===== config.mk =====
export PLATFORM = sky130hd
export DESIGN_NAME = wb_port_arbiter_flat
export DESIGN_NICKNAME = d
export VERILOG_FILES = /design/src/rtl/wb_port_arbiter_pkg.sv /design/src/rtl/wb_port_arbiter_if.sv /design/src/rtl/wb_result_fifo.sv /design/src/rtl/wb_port_arbiter.sv /design/src/flat_wrapper.sv
export SDC_FILE = /design/constraint.sdc
export NUM_CORES = 1
export LEC_CHECK = 0
export CELL_PAD_IN_SITES_DETAIL_PLACEMENT = 0
export CELL_PAD_IN_SITES_GLOBAL_PLACEMENT = 1
export CORE_ASPECT_RATIO = 1.2
export CORE_UTILIZATION = 35
export DETAILED_ROUTE_END_ITERATION = 16
export GPL_TIMING_DRIVEN = 0
export PLACE_DENSITY_LB_ADDON = 0.1
export SLEW_MARGIN = 30
export SYNTH_ARGS = -nofsm -noshare
export SYNTH_HDL_FRONTEND = slang
export SYNTH_SLANG_ARGS = --single-unit
export TNS_END_PERCENT = 5

===== constraint.sdc =====
create_clock -name clk -period 4.75 [get_ports clk]
set_input_delay 0.475 -clock clk [delete_from_list [all_inputs] [get_ports clk]]
set_output_delay 0.475 -clock clk [all_outputs]
set_load 0.05 [all_outputs]

===== src/rtl/wb_port_arbiter_pkg.sv =====
// wb_port_arbiter_pkg: shared widths and arbiter state encodings.
package wb_port_arbiter_pkg;
    localparam int WORD_SIZE  = 32;
    localparam int REG_ADDR_W = 5;
    typedef enum logic [1:0] {
        WBA_IDLE  = 2'd0,
        WBA_SHARE = 2'd1,
        WBA_FORCE = 2'd2
    } wba_state_e;
endpackage


===== src/rtl/wb_port_arbiter_if.sv =====
// wb_port_arbiter_if: writeback request, LLU offer and register file port bundle.
interface wb_port_arbiter_if
    import wb_port_arbiter_pkg::*;
();
    logic                  RegWriteW;
    logic [REG_ADDR_W-1:0] RdW;
    logic [WORD_SIZE-1:0]  ResultW;
    logic                  llu_valid;
    logic [REG_ADDR_W-1:0] llu_rd;
    logic [WORD_SIZE-1:0]  llu_data;
    logic                  llu_ready;
    logic                  rf_we;
    logic [REG_ADDR_W-1:0] rf_rd;
    logic [WORD_SIZE-1:0]  rf_wd;
    logic                  stall_w;
    logic [31:0]           pend_mask;
    modport slave (
        input  RegWriteW, RdW, ResultW, llu_valid, llu_rd, llu_data,
        output llu_ready, rf_we, rf_rd, rf_wd, stall_w, pend_mask
    );
    modport master (
        output RegWriteW, RdW, ResultW, llu_valid, llu_rd, llu_data,
        input  llu_ready, rf_we, rf_rd, rf_wd, stall_w, pend_mask
    );
endinterface


===== src/rtl/wb_result_fifo.sv =====
// wb_result_fifo: DEPTH-entry {rd, data} queue of LLU results with pending-register decode.
module wb_result_fifo
    import wb_port_arbiter_pkg::*;
#(
    parameter int DEPTH = 2,
    localparam int AW = $clog2(DEPTH),
    localparam int CW = AW + 1
) (
    input  logic                  clk,
    input  logic                  rst,
    input  logic                  i_push,
    input  logic                  i_pop,
    input  logic [REG_ADDR_W-1:0] i_rd,
    input  logic [WORD_SIZE-1:0]  i_data,
    output logic [REG_ADDR_W-1:0] o_rd,
    output logic [WORD_SIZE-1:0]  o_data,
    output logic                  o_full,
    output logic                  o_empty,
    output logic [CW-1:0]         o_cnt,
    output logic [31:0]           o_pend_mask
);
    logic [AW-1:0]         r_wptr, r_rptr;
    logic [CW-1:0]         r_cnt;
    logic [DEPTH-1:0]      r_vld;
    logic [REG_ADDR_W-1:0] r_rd   [DEPTH];
    logic [WORD_SIZE-1:0]  r_data [DEPTH];

    always_ff @(posedge clk or negedge rst) begin
        if (!rst) begin
            r_wptr <= '0;
            r_rptr <= '0;
            r_cnt  <= '0;
            r_vld  <= '0;
        end else begin
            if (i_push) r_wptr <= r_wptr + 1'b1;
            if (i_pop) r_rptr <= r_rptr + 1'b1;
            r_cnt <= r_cnt + CW'(i_push) - CW'(i_pop);
            if (i_pop) r_vld[r_rptr] <= 1'b0;
            if (i_push) r_vld[r_wptr] <= 1'b1;
        end
    end

    // Payload needs no reset: the valid bits gate every use of it.
    always_ff @(posedge clk) begin
        if (i_push) begin
            r_rd[r_wptr]   <= i_rd;
            r_data[r_wptr] <= i_data;
        end
    end

    always_comb begin
        o_pend_mask = '0;
        for (int i = 0; i < DEPTH; i++)
            if (r_vld[i]) o_pend_mask[r_rd[i]] = 1'b1;
    end

    assign o_rd    = r_rd[r_rptr];
    assign o_data  = r_data[r_rptr];
    assign o_cnt   = r_cnt;
    assign o_full  = r_cnt == CW'(DEPTH);
    assign o_empty = r_cnt == '0;
endmodule


===== src/rtl/wb_port_arbiter.sv =====
// wb_port_arbiter: shares the register file write port between W stage and queued LLU results.
// Define WB_ARB_BYPASS_EN to let an LLU result write straight through an idle port.
module wb_port_arbiter
    import wb_port_arbiter_pkg::*;
#(
    parameter int DEPTH    = 2,
    parameter int MAX_WAIT = 4
) (
    input logic               clk,
    input logic               rst,
    wb_port_arbiter_if.slave  bus
);
    localparam int CW = $clog2(DEPTH) + 1;
    localparam int GW = $clog2(MAX_WAIT + 1);

    wba_state_e            r_state, w_state_nx;
    logic [GW-1:0]         r_age, w_age_nx;
    logic [CW-1:0]         w_cnt, w_cnt_nx;
    logic [REG_ADDR_W-1:0] w_head_rd;
    logic [WORD_SIZE-1:0]  w_head_data;
    logic                  w_full, w_empty, w_preq, w_push, w_pop;
    logic                  w_grant_p, w_grant_h, w_grant_b, w_stall;

    assign w_preq = bus.RegWriteW && bus.RdW != '0;
    assign w_pop  = w_grant_h;
    assign w_push = bus.llu_valid && bus.llu_ready && bus.llu_rd != '0 && !w_grant_b;

    wb_result_fifo #(.DEPTH(DEPTH)) u_fifo (
        .clk         (clk),
        .rst         (rst),
        .i_push      (w_push),
        .i_pop       (w_pop),
        .i_rd        (bus.llu_rd),
        .i_data      (bus.llu_data),
        .o_rd        (w_head_rd),
        .o_data      (w_head_data),
        .o_full      (w_full),
        .o_empty     (w_empty),
        .o_cnt       (w_cnt),
        .o_pend_mask (bus.pend_mask)
    );

    assign w_cnt_nx = w_cnt + CW'(w_push) - CW'(w_pop);
    assign w_age_nx = w_pop ? '0 : (!w_empty && r_age < GW'(MAX_WAIT)) ? r_age + 1'b1 : r_age;

    always_ff @(posedge clk or negedge rst) begin
        if (!rst) begin
            r_state <= WBA_IDLE;
            r_age   <= '0;
        end else begin
            r_state <= w_state_nx;
            r_age   <= w_age_nx;
        end
    end

    // State tracks the FIFO status it will see next cycle, so it always matches count and age.
    always_comb begin
        w_state_nx = w_cnt_nx == '0 ? WBA_IDLE :
                     (w_cnt_nx == CW'(DEPTH) || w_age_nx >= GW'(MAX_WAIT)) ? WBA_FORCE : WBA_SHARE;
    end

    // Grants are gated by reset so the port stays quiet while rst is held low.
    always_comb begin
        w_grant_p = rst && w_preq && r_state != WBA_FORCE;
        w_grant_h = rst && (r_state == WBA_FORCE || (r_state == WBA_SHARE && !w_preq));
        w_stall   = rst && w_preq && r_state == WBA_FORCE;
`ifdef WB_ARB_BYPASS_EN
        w_grant_b = rst && r_state == WBA_IDLE && !w_preq && bus.llu_valid && bus.llu_rd != '0;
`else
        w_grant_b = 1'b0;
`endif
    end

    assign bus.llu_ready = !w_full || w_pop;
    assign bus.stall_w   = w_stall;
    assign bus.rf_we     = w_grant_p || w_grant_h || w_grant_b;
    assign bus.rf_rd     = w_grant_p ? bus.RdW : w_grant_h ? w_head_rd : w_grant_b ? bus.llu_rd : '0;
    assign bus.rf_wd     = w_grant_p ? bus.ResultW : w_grant_h ? w_head_data : w_grant_b ? bus.llu_data : '0;
endmodule


===== src/flat_wrapper.sv =====
// flat-port wrapper written by rule: the top's interface ports become plain ports
module wb_port_arbiter_flat import wb_port_arbiter_pkg::*;
#(
    parameter int DEPTH    = 2,
    parameter int MAX_WAIT = 4
)
  (clk, rst, bus_RegWriteW, bus_RdW, bus_ResultW, bus_llu_valid, bus_llu_rd, bus_llu_data, bus_llu_ready, bus_rf_we, bus_rf_rd, bus_rf_wd, bus_stall_w, bus_pend_mask);
  wb_port_arbiter_if bus_i ();
  input logic clk;
  input logic rst;
  input wire logic [$bits(bus_i.RegWriteW)-1:0] bus_RegWriteW;
  input wire logic [$bits(bus_i.RdW)-1:0] bus_RdW;
  input wire logic [$bits(bus_i.ResultW)-1:0] bus_ResultW;
  input wire logic [$bits(bus_i.llu_valid)-1:0] bus_llu_valid;
  input wire logic [$bits(bus_i.llu_rd)-1:0] bus_llu_rd;
  input wire logic [$bits(bus_i.llu_data)-1:0] bus_llu_data;
  output wire logic [$bits(bus_i.llu_ready)-1:0] bus_llu_ready;
  output wire logic [$bits(bus_i.rf_we)-1:0] bus_rf_we;
  output wire logic [$bits(bus_i.rf_rd)-1:0] bus_rf_rd;
  output wire logic [$bits(bus_i.rf_wd)-1:0] bus_rf_wd;
  output wire logic [$bits(bus_i.stall_w)-1:0] bus_stall_w;
  output wire logic [$bits(bus_i.pend_mask)-1:0] bus_pend_mask;
  assign bus_i.RegWriteW = bus_RegWriteW;
  assign bus_i.RdW = bus_RdW;
  assign bus_i.ResultW = bus_ResultW;
  assign bus_i.llu_valid = bus_llu_valid;
  assign bus_i.llu_rd = bus_llu_rd;
  assign bus_i.llu_data = bus_llu_data;
  assign bus_llu_ready = bus_i.llu_ready;
  assign bus_rf_we = bus_i.rf_we;
  assign bus_rf_rd = bus_i.rf_rd;
  assign bus_rf_wd = bus_i.rf_wd;
  assign bus_stall_w = bus_i.stall_w;
  assign bus_pend_mask = bus_i.pend_mask;
  wb_port_arbiter #(.DEPTH(DEPTH), .MAX_WAIT(MAX_WAIT)) u_core (.clk(clk), .rst(rst), .bus(bus_i));
endmodule

==> flow_summary.ini <==
[finish]
multiInputGateArea_um2 = 1400
fin_cells = 606
design_area_um2 = 6070
drive_above_1_share_pct = 7.52
seq_area_um2 = 2500
antenna_cells = 0
area_growth_pct = 51.7
fin_nets = 528
fillers = 954

[cts]
path_clk_slew_ns = 0.06
post_cts_buffers = 0
cts_buffer_depth = 2
cts-root-buf = clkbuf_16
cts_tree = built
ctsResizeCount = 0
cts_max_level = 3
cts_made_buffers = 9
clock_latency_ns = 0.34
cts_sinks = 85
hold_buffers = 0

[drt]
drtPass1Iterations = 4
drtIter0Drc = 109
route.met2.wl_um = 5070
antenna_left = 0
drc = 0
vias_per_cell = 5.12
num_vias = 3100
topRoutingLayerUsed = met4
wl_per_cell_um = 16.9
finalWirelength_um = 10300
dr_wl_met3_um = 759
wl_met1_um = 4250

[sta]
finalMaxSlewViolations = 0
max-slew-margin-rel_pct = 44.4
fin_hold_ws_ns = 0.543
setup_violations = 0
fin_worst_skew_ns = 0.00462
finalCritPeriodShare_pct = 82.7
fmax_mhz = 255
rsz0062_at_grt = no
worstMarginPinSlew_ns = 0.835
fin_setup_tns_ns = 0
hold_viol = 0
post-route-min-period_ns = 3.93

[floorplan]
core_region_area_um2 = 11100
die_area_um2 = 11900
start_util_pct = 36.1
pin_count = 150
die_h_um = 119
die_w_um = 99.7
rows = 42

[worst_setup_path]
end_kind = output pin
crit_chain = clkdlybuf4s50_1 -> o311ai_2 -> nor2b_1 -> buf_2 -> buf_2 -> o2bb2ai_1 -> clkdlybuf4s50_1
crit_end = bus_rf_rd[1]
r2r_cells = 5
start_kind = input pin
required_ns = 4.28
slowest_delay_ns = 0.96
timing.rr.start = u_core.r_state[1]
r2r_end = u_core.u_fifo.r_data[0][29]
slowest_stage = clkdlybuf4s50_1
ff2ff_setup_slack_ns = 2.03
critical_path.startpoint = rst
path_max_fanout = 17
crit_type = input pin to output pin
critPathArrivalTime_ns = 3.45

[global_route]
grt_max_degree = 20
grt_pass1_wl_um = 16400
grt_usage_pct = 18.3
grt-ovfl-total = 0
grt_pass1_vias = 3177
antenna_found_initial = 0

[synth]
synth_area_per_cell_um2 = 14.1
ys_seq_area_share_pct = 62.4
yosys_warnings = 0
ys.flop_type = edfxtp_1
syn_inst = 285
synth_edf_count = 74
syn_area_um2 = 4010
ys_ff_latch = 85
synth_nets = 366
synth.distinct_cells = 33
synthArstFlopShare_pct = 12.9

[placed_design]
place_area_um2 = 5760
post-dp-hpwl_um = 7550
place_inst = 590
place.gp.congestion = 0.780
numPortBuffers = 149

[min_path]
hp-class = flip-flop to flip-flop

[power_and_ir_drop]
peakVddDrop_mv = 0.314
p_leak_uw = 0.00210
total_power_uw = 3700
power-per-cell-area_nw_per_um2 = 610

[run_status]
outcome = completed

[job]
cap_violations = 0
==> per-layer routing <==
layer / vias up / GRT usage [%]
met2: 132 / 31.6
li1: 1468 / -
met3: 14 / 6.40
met1: 1486 / 20.8
met4: 0 / 6.89
met5: - / 0
==> cell usage in the layout, fill, tap and decap left out, types with 3 or more instances in the layout <==
cell type        netlist  layout
clkdlybuf4s50_1        0     149
nand2_1                4       4
clkbuf_1              15      16
buf_2                  3       3
nand3b_1              11      11
or3b_2                 5       5
nor2b_1                3       3
o22ai_1               32      32
clkbuf_16              0       9
xnor2_1                4       4
edfxtp_1              74      74
ha_1                   3       3
dfrtp_1               11      11
inv_1                  7       7
o2bb2ai_1             39      39
nor2_1                 9       7
or3_1                  3       3
nand3_1                5       5
mux2i_1               38      38
==> critical path: cells and delay by family <==
kind	cells	cell delay, ns
simple gates	1	0.21
compound gates	2	0.38
buf+inv	4	2.39
==> cell type report <==
cell class,count,share of cell area (%)
tap,154,3.17
clock buffer,10,3.77
inverter,7,0.433
timing repair buffer,151,25.5
sequential,85,41.1
buffer,21,1.61
clock inverter,6,1.42
multi-input combinational,172,23.0
==> registers in the layout (all words and copies together) (netlist names) <==
name and cells:
u_core.u_fifo.r_wptr 1, u_core.u_fifo.r_rd 10, u_core.u_fifo.o_cnt 2, u_core.r_age 3, u_core.u_fifo.r_rptr 1, u_core.u_fifo.r_data 64
u_core.u_fifo.r_vld 2, u_core.r_state 2
==> cell usage after synthesis (all sizes together), types with 2 or more instances <==
cell	n	area (µm²)
o2bb2ai	39	342
ha	3	37.5
inv	7	26.3
a21oi	2	10.0
clkbuf	15	56.3
nand2b	2	12.5
nor2	9	33.8
o22ai	32	200
nand2	5	26.3
buf	6	41.3
xnor2	4	35.0
mux2i	38	380
nand3	5	25.0
dfrtp	11	275
or3b	5	43.8
edfxtp	74	2220
nor2b	3	18.8
or3	3	18.8
nand3b	11	82.6
==> logic make-up after synthesis <==
group	synth area share [%]
xor gates and xnor gates	1.09
adders and majority gates	0.937
and+or+nand+nor	7.19
muxes	9.78
buffers and inverters	3.09
DFF	62.4
AOI/OAI and AO/OA	15.6
==> power breakdown <==
group / total (µW) / switching [µW] / internal, µW / leakage, µW
sequential: 1150 / 79.9 / 1070 / 0.000819
clock: 743 / 282 / 460 / 0.000153
combinational: 1820 / 1150 / 662 / 0.00113
==> worst min-delay path by stage <==
stage / from / to / slack [ns] / cells after the start
global placement: u_core.u_fifo.r_wptr / u_core.u_fifo.r_vld[0] / 0.50 / 1
floorplan: rst / u_core.r_age[0] / 0.18 / 0
detailed placement: u_core.r_age[1] / u_core.r_age[1] / 0.54 / 2
global route: u_core.r_age[1] / u_core.r_age[1] / 0.58 / 2
CTS: u_core.r_age[1] / u_core.r_age[1] / 0.55 / 2
finish: u_core.r_age[1] / u_core.r_age[1] / 0.54 / 2
==> metrics by stage <==
| step | setup WS [ns] | util [%] |
|---|---|---|
| 2_1_floorplan | 1.27 | - |
| 3_3_place_gp | -0.461 | 51.3 |
| 3_5_place_dp | 0.746 | 51.9 |
| 4_1_cts | 0.746 | 54.8 |
| 5_1_grt | 0.597 | 54.8 |
| 6_report | 0.821 | 54.8 |
Power figures use the tool's default switching activity.
